==> config.mk <==
export PLATFORM = sky130hd
export DESIGN_NAME = fifo_sync_param
export DESIGN_NICKNAME = d
export VERILOG_FILES = /design/src/rtl/fifo_sync_param.sv
export SDC_FILE = /design/constraint.sdc
export NUM_CORES = 1
export LEC_CHECK = 0
export CAP_MARGIN = 20
export CELL_PAD_IN_SITES_DETAIL_PLACEMENT = 0
export CELL_PAD_IN_SITES_GLOBAL_PLACEMENT = 1
export CORE_UTILIZATION = 39
export CTS_CLUSTER_SIZE = 16
export DETAILED_ROUTE_END_ITERATION = 12
export PLACE_DENSITY_LB_ADDON = 0.08
export SLEW_MARGIN = 20
export SYNTH_ARGS = -nofsm -noshare
export SYNTH_HDL_FRONTEND = slang
export SYNTH_SLANG_ARGS = --single-unit
==> constraint.sdc <==
create_clock -name clk -period 4.8 [get_ports clk]
set_clock_uncertainty 0.05 [all_clocks]
set_input_delay 0.48 -clock clk [delete_from_list [all_inputs] [get_ports clk]]
set_output_delay 0.48 -clock clk [all_outputs]
set_load 0.05 [all_outputs]
==> src/rtl/fifo_sync_param.sv <==
// Purpose : parametrised synchronous FIFO with exact occupancy, runtime almost-empty/almost-full
//           thresholds, one-cycle overflow/underflow pulses and a sticky error flag.
// Latency : pop data registered, valid_out the cycle after an accepted rd_en; flags track fill_level.
// Backpressure: pushes at full (without a pop) and pops at empty are rejected, never corrupting state.
//
// Ports:
//   clk, reset            - rising-edge clock, synchronous active-high reset
//   data_in, wr_en        - push data and request
//   rd_en                 - pop request
//   ae_thr, af_thr        - almost-empty / almost-full thresholds (0 / >=DEPTH disable them)
//   err_clr               - clears error_flag
//   data_out, valid_out   - registered pop data and its one-cycle qualifier
//   fill_level            - current occupancy (0..DEPTH)
//   empty/full/almost_*   - registered status flags, consistent with fill_level every cycle
//   overflow/underflow    - one-cycle pulses after a rejected push / pop
//   error_flag            - sticky, set by any rejection, cleared by err_clr
module fifo_sync_param #(
    parameter int DEPTH    = 8,
    parameter int WIDTH    = 10,
    parameter int PTR_SIZE = $clog2(DEPTH),
    parameter int CNT_SIZE = PTR_SIZE + 1
) (
    input  logic                clk,
    input  logic                reset,
    input  logic [WIDTH-1:0]    data_in,
    input  logic                wr_en,
    input  logic                rd_en,
    input  logic [CNT_SIZE-1:0] ae_thr,
    input  logic [CNT_SIZE-1:0] af_thr,
    input  logic                err_clr,
    output logic [WIDTH-1:0]    data_out,
    output logic                valid_out,
    output logic [CNT_SIZE-1:0] fill_level,
    output logic                empty_flag,
    output logic                full_flag,
    output logic                almost_empty_flag,
    output logic                almost_full_flag,
    output logic                overflow_flag,
    output logic                underflow_flag,
    output logic                error_flag
);

    localparam logic [CNT_SIZE-1:0] DEPTH_CNT = CNT_SIZE'(DEPTH);

    logic [WIDTH-1:0]    mem [DEPTH];
    logic [PTR_SIZE-1:0] wr_ptr;
    logic [PTR_SIZE-1:0] rd_ptr;
    logic [CNT_SIZE-1:0] count;
    logic [CNT_SIZE-1:0] count_next;
    logic                pop_ok;
    logic                push_ok;
    logic                push_rej;
    logic                pop_rej;

    // A push at full is still legal when a pop frees a slot in the same cycle.
    always_comb begin
        pop_ok     = rd_en && (count != '0);
        push_ok    = wr_en && ((count != DEPTH_CNT) || pop_ok);
        push_rej   = wr_en && !push_ok;
        pop_rej    = rd_en && !pop_ok;
        count_next = count;
        if (push_ok && !pop_ok) begin
            count_next = count + CNT_SIZE'(1);
        end else if (pop_ok && !push_ok) begin
            count_next = count - CNT_SIZE'(1);
        end
    end

    assign fill_level = count;

    // Storage is never reset; a push during reset is dropped.
    always_ff @(posedge clk) begin
        if (push_ok && !reset) begin
            mem[wr_ptr] <= data_in;
        end
    end

    always_ff @(posedge clk) begin
        if (reset) begin
            wr_ptr            <= '0;
            rd_ptr            <= '0;
            count             <= '0;
            data_out          <= '0;
            valid_out         <= 1'b0;
            empty_flag        <= 1'b1;
            full_flag         <= 1'b0;
            almost_empty_flag <= 1'b0;
            almost_full_flag  <= 1'b0;
            overflow_flag     <= 1'b0;
            underflow_flag    <= 1'b0;
            error_flag        <= 1'b0;
        end else begin
            // Pointers wrap naturally because DEPTH is a power of two.
            if (push_ok) begin
                wr_ptr <= wr_ptr + PTR_SIZE'(1);
            end
            if (pop_ok) begin
                rd_ptr   <= rd_ptr + PTR_SIZE'(1);
                data_out <= mem[rd_ptr];
            end
            valid_out <= pop_ok;
            count     <= count_next;

            // Flags come from count_next so they line up with fill_level.
            empty_flag        <= (count_next == '0);
            full_flag         <= (count_next == DEPTH_CNT);
            almost_empty_flag <= (count_next != '0) && (count_next <= ae_thr);
            almost_full_flag  <= (count_next >= af_thr) && (count_next < DEPTH_CNT);

            overflow_flag  <= push_rej;
            underflow_flag <= pop_rej;

            // A fresh rejection outranks a simultaneous clear.
            if (push_rej || pop_rej) begin
                error_flag <= 1'b1;
            end else if (err_clr) begin
                error_flag <= 1'b0;
            end
        end
    end

endmodule

==> run summary <==
## Floorplanning
- I/O pin total: 45
- die width: 109 um
- core area: 0.0110 mm^2
- starting density of the core: 0.405
- number of core rows: 38
- die height: 109 um
- DIE AREA: 0.0118 mm^2

## Hold path
- class of the most critical hold timing path: reg2reg
- source of the worst hold timing path: error_flag

## Detailed routing
- DRT Wirelength: 8.42 mm
- per-cell via count in the routed design: 5.10
- Antenna Violating Nets Remaining: 0
- via total after detailed routing: 2459
- DR pass1 iterations: 4
- total DRC errors in the routed layout: 0
- mean routed wirelength per cell: 17.5 um
- initial detailed-routing violation count: 153

## Cells and area
- number of filler instances in the final layout: 945
- Register Area: 0.00296 mm^2
- fraction of layout instances using a drive strength above 1: 0.161
- final instance area: 0.00537 mm^2
- synthesis-to-finish area growth: 20.5%
- Antenna Cells: 0
- net count of the finished layout: 370
- final cell count without fillers: 482
- area of the multi-input gates: 0.00139 mm^2

## Place
- placed standard-cell area: 0.00508 mm^2
- placer congestion estimate: 0.721
- instance count after placement with tap cells included: 466
- number of port buffers: 44
- Post-Place Setup Slack: 1.46 ns
- placed wire-length estimate after detailed placement: 5.64 mm

## Worst setup path
- data arrival time of the worst path: 3.34 ns
- Startpoint Class: flip-flop
- required arrival time at the worst endpoint: 5.02 ns
- kind of end point of the critical path: flip-flop
- Critical R2R Launch: fill_level[0]
- maximum fanout encountered on the critical timing path: 8
- slack of the worst reg-to-reg path: 1.67 ns
- category of the most critical setup path: reg2reg
- start point of the critical path: fill_level[0]

## Logic synthesis
- top cell types by occurrence after synthesis: sky130_fd_sc_hd__edfxtp_1 (80), sky130_fd_sc_hd__nor2_1 (30), sky130_fd_sc_hd__dfxtp_1 (28)
- post-synthesis sequential area ratio: 0.666
- cell area after synthesis: 0.00445 mm^2
- count of flip-flops with a built-in enable after synthesis: 80
- Post-synth ARST share: 0
- distinct cell type count of the synthesized netlist: 44
- ranking of synthesized cells by area: sky130_fd_sc_hd__edfxtp_1 (54%), sky130_fd_sc_hd__dfxtp_1 (13%), sky130_fd_sc_hd__mux4_2 (10%)
- cell type contributing the most total cell area after synthesis: sky130_fd_sc_hd__edfxtp_1
- per-instance average area after synthesis: 15.5 um^2
- most common cell in the synthesized netlist: sky130_fd_sc_hd__edfxtp_1
- post-synthesis net count: 321
- synthesized instance count: 288
- area share of the largest cell type after synthesis: 0.540
- count of state elements after synthesis: 108
- prevailing post-synth register cell: sky130_fd_sc_hd__edfxtp_1
- total of warnings raised by yosys: 0

## Timing
- final worst setup slack: 1.67 ns
- Min Clock Period, post-route: 3.13 ns
- slew margin rel.: 0.409
- final setup fails: 0
- Least-Margin Pin Slew: 0.880 ns
- ratio of final minimum period to clock period: 0.651
- unrepaired setup endpoints after global routing: false
- sum of negative setup slack: 0 ns
- count of endpoints failing hold in the final timing report: 0
- Achievable Freq: 0.320 GHz
- Slew Limit Fails: 0

## Power and ir drop
- static power due to leakage: 0.00177 uW
- Pwr per Cell Area: 527 mW/mm^2
- net switching power of the design: 973 uW
- proportion of power drawn by flip-flops and latches: 0.405
- Sw Share: 0.344
- clock group share of total power: 0.249
- part of the power in combinational logic: 0.345
- VDD IR-drop max: 0.266 mV
- internal power contribution: 1860 uW

## Clock network
- count of hold-fix buffers inserted at cts: 0
- Bufs on Longest Clock Path: 2
- clock edge transition at the registers on the reported setup and hold paths: 0.07 ns
- H-Tree Level Count: 3
- clock sinks: 108
- Post-CTS Repair Setup Buffers: 0
- number of buffers inserted during clock tree synthesis: 9
- CTS tree: built
- Resized Gates After CTS: 0
- Worst-Skew Late Latency: 0.34 ns
- cell chosen for the clock root: sky130_fd_sc_hd__clkbuf_16

## Global routing
- busiest metal layer after global routing: met1
- total congestion overflow: 0
- total routing usage reported by global routing: 0.159
- grt met2 use: 0.222
- via count of the first global-routing pass: 2361
- maximum number of pins on one net before global-route repair: 24
- GR Layer Usage met1: 0.244
- first-pass GRT wire length: 13.3 mm
- Global Route met3 Usage: 0.0359
- antenna violations before repair: 0

## Job
- maximum capacitance violations: 0

## Run status
- result of the run: complete, no violations

==> power by group through the flow <==
stage	combinational [uW]	sequential (uW)	clock (uW)
finish	977	1150	705
global route	1080	1160	754
CTS	992	1150	723
detailed placement	989	1170	0
global placement	988	1170	0
floorplan	537	1360	0
==> through the flow <==
stage	hold slack, ns	utilization	power (uW)
finish	0.420	0.489	2830
global route	0.438	0.489	2990
CTS	0.424	0.488	2860
detailed placement	0.408	0.462	2160
global placement	0.398	0.462	2160
floorplan	0.452	-	1900
==> critical path, cell delays in order (launching register included) <==
cell and delay, ns:
sky130_fd_sc_hd__dfxtp_1 0.36, sky130_fd_sc_hd__inv_1 0.12, sky130_fd_sc_hd__ha_1 0.28, sky130_fd_sc_hd__nand2b_1 0.21, sky130_fd_sc_hd__o21ai_1 0.43, sky130_fd_sc_hd__o32ai_2 0.16
sky130_fd_sc_hd__nor3_2 0.31, sky130_fd_sc_hd__inv_1 0.11, sky130_fd_sc_hd__ha_1 0.30, sky130_fd_sc_hd__a21oi_1 0.21, sky130_fd_sc_hd__o21ai_0 0.10, sky130_fd_sc_hd__a31oi_1 0.16
sky130_fd_sc_hd__o21ai_0 0.10, sky130_fd_sc_hd__nor3_2 0.15
==> cells in the final DEF (no fill, tap or decap), types with 2 or more instances in the layout <==
cell and instances:
sky130_fd_sc_hd__edfxtp_1 80, sky130_fd_sc_hd__clkdlybuf4s50_1 44, sky130_fd_sc_hd__nor2_1 30, sky130_fd_sc_hd__dfxtp_1 27
sky130_fd_sc_hd__mux4_2 20, sky130_fd_sc_hd__nand2_1 14, sky130_fd_sc_hd__inv_1 12, sky130_fd_sc_hd__mux2i_1 10
sky130_fd_sc_hd__a211oi_1 10, sky130_fd_sc_hd__ha_1 10, sky130_fd_sc_hd__clkbuf_16 9, sky130_fd_sc_hd__buf_4 8
sky130_fd_sc_hd__o21ai_0 6, sky130_fd_sc_hd__a21oi_1 5, sky130_fd_sc_hd__nand2b_1 3, sky130_fd_sc_hd__nor3_2 3
sky130_fd_sc_hd__nor4b_1 3, sky130_fd_sc_hd__nor3_1 3, sky130_fd_sc_hd__xnor2_1 3, sky130_fd_sc_hd__xor2_1 3
sky130_fd_sc_hd__o21a_1 2, sky130_fd_sc_hd__o21ai_1 2, sky130_fd_sc_hd__or2_2 2, sky130_fd_sc_hd__a31oi_1 2
sky130_fd_sc_hd__nand3b_1 2, sky130_fd_sc_hd__nand4b_1 2, sky130_fd_sc_hd__o211ai_1 2, sky130_fd_sc_hd__clkinv_4 2
==> cell families (layout without fill, tap and decap cells) <==
group                    count (synthesis)  count (layout)  share of synthesized area
XOR/XNOR                                 6               6                     0.0118
flip-flops                             108             108                      0.666
buffers and inverters                   26              80                     0.0281
multiplexers                            30              30                      0.124
AND/OR/NAND/NOR                         70              70                     0.0812
adder cells (fa/ha/maj)                 10              10                     0.0281
AO/OA/AOI/OAI                           38              38                     0.0616
==> routing by layer <==
metal,vias up,wire length (um)
met2,58,3720
met4,0,69
met1,1192,4210
li1,1203,-
met5,-,0
met3,6,421
==> worst paths after layout <==
check	to	depth (start not counted)
worst min register to register	error_flag	1
worst min-delay path	error_flag	1
worst max register to register	almost_empty_flag	13
worst max-delay path	almost_empty_flag	13
==> area by class of cell <==
class / count / share of cell area
Clock buffer: 11 / 0.0452
Clock inverter: 5 / 0.00839
Inverter: 12 / 0.00839
Multi-Input combinational cell: 154 / 0.260
Sequential cell: 108 / 0.552
Tap cell: 140 / 0.0326
Timing Repair Buffer: 52 / 0.0933
==> state kept, by name, indices dropped and copies added (netlist names), 3 cells and up <==
signal and flops:
rd_ptr 3, data_out 10, fill_level 4, mem 80
wr_ptr 3
Note: power is estimated with default switching activity, not from simulation.
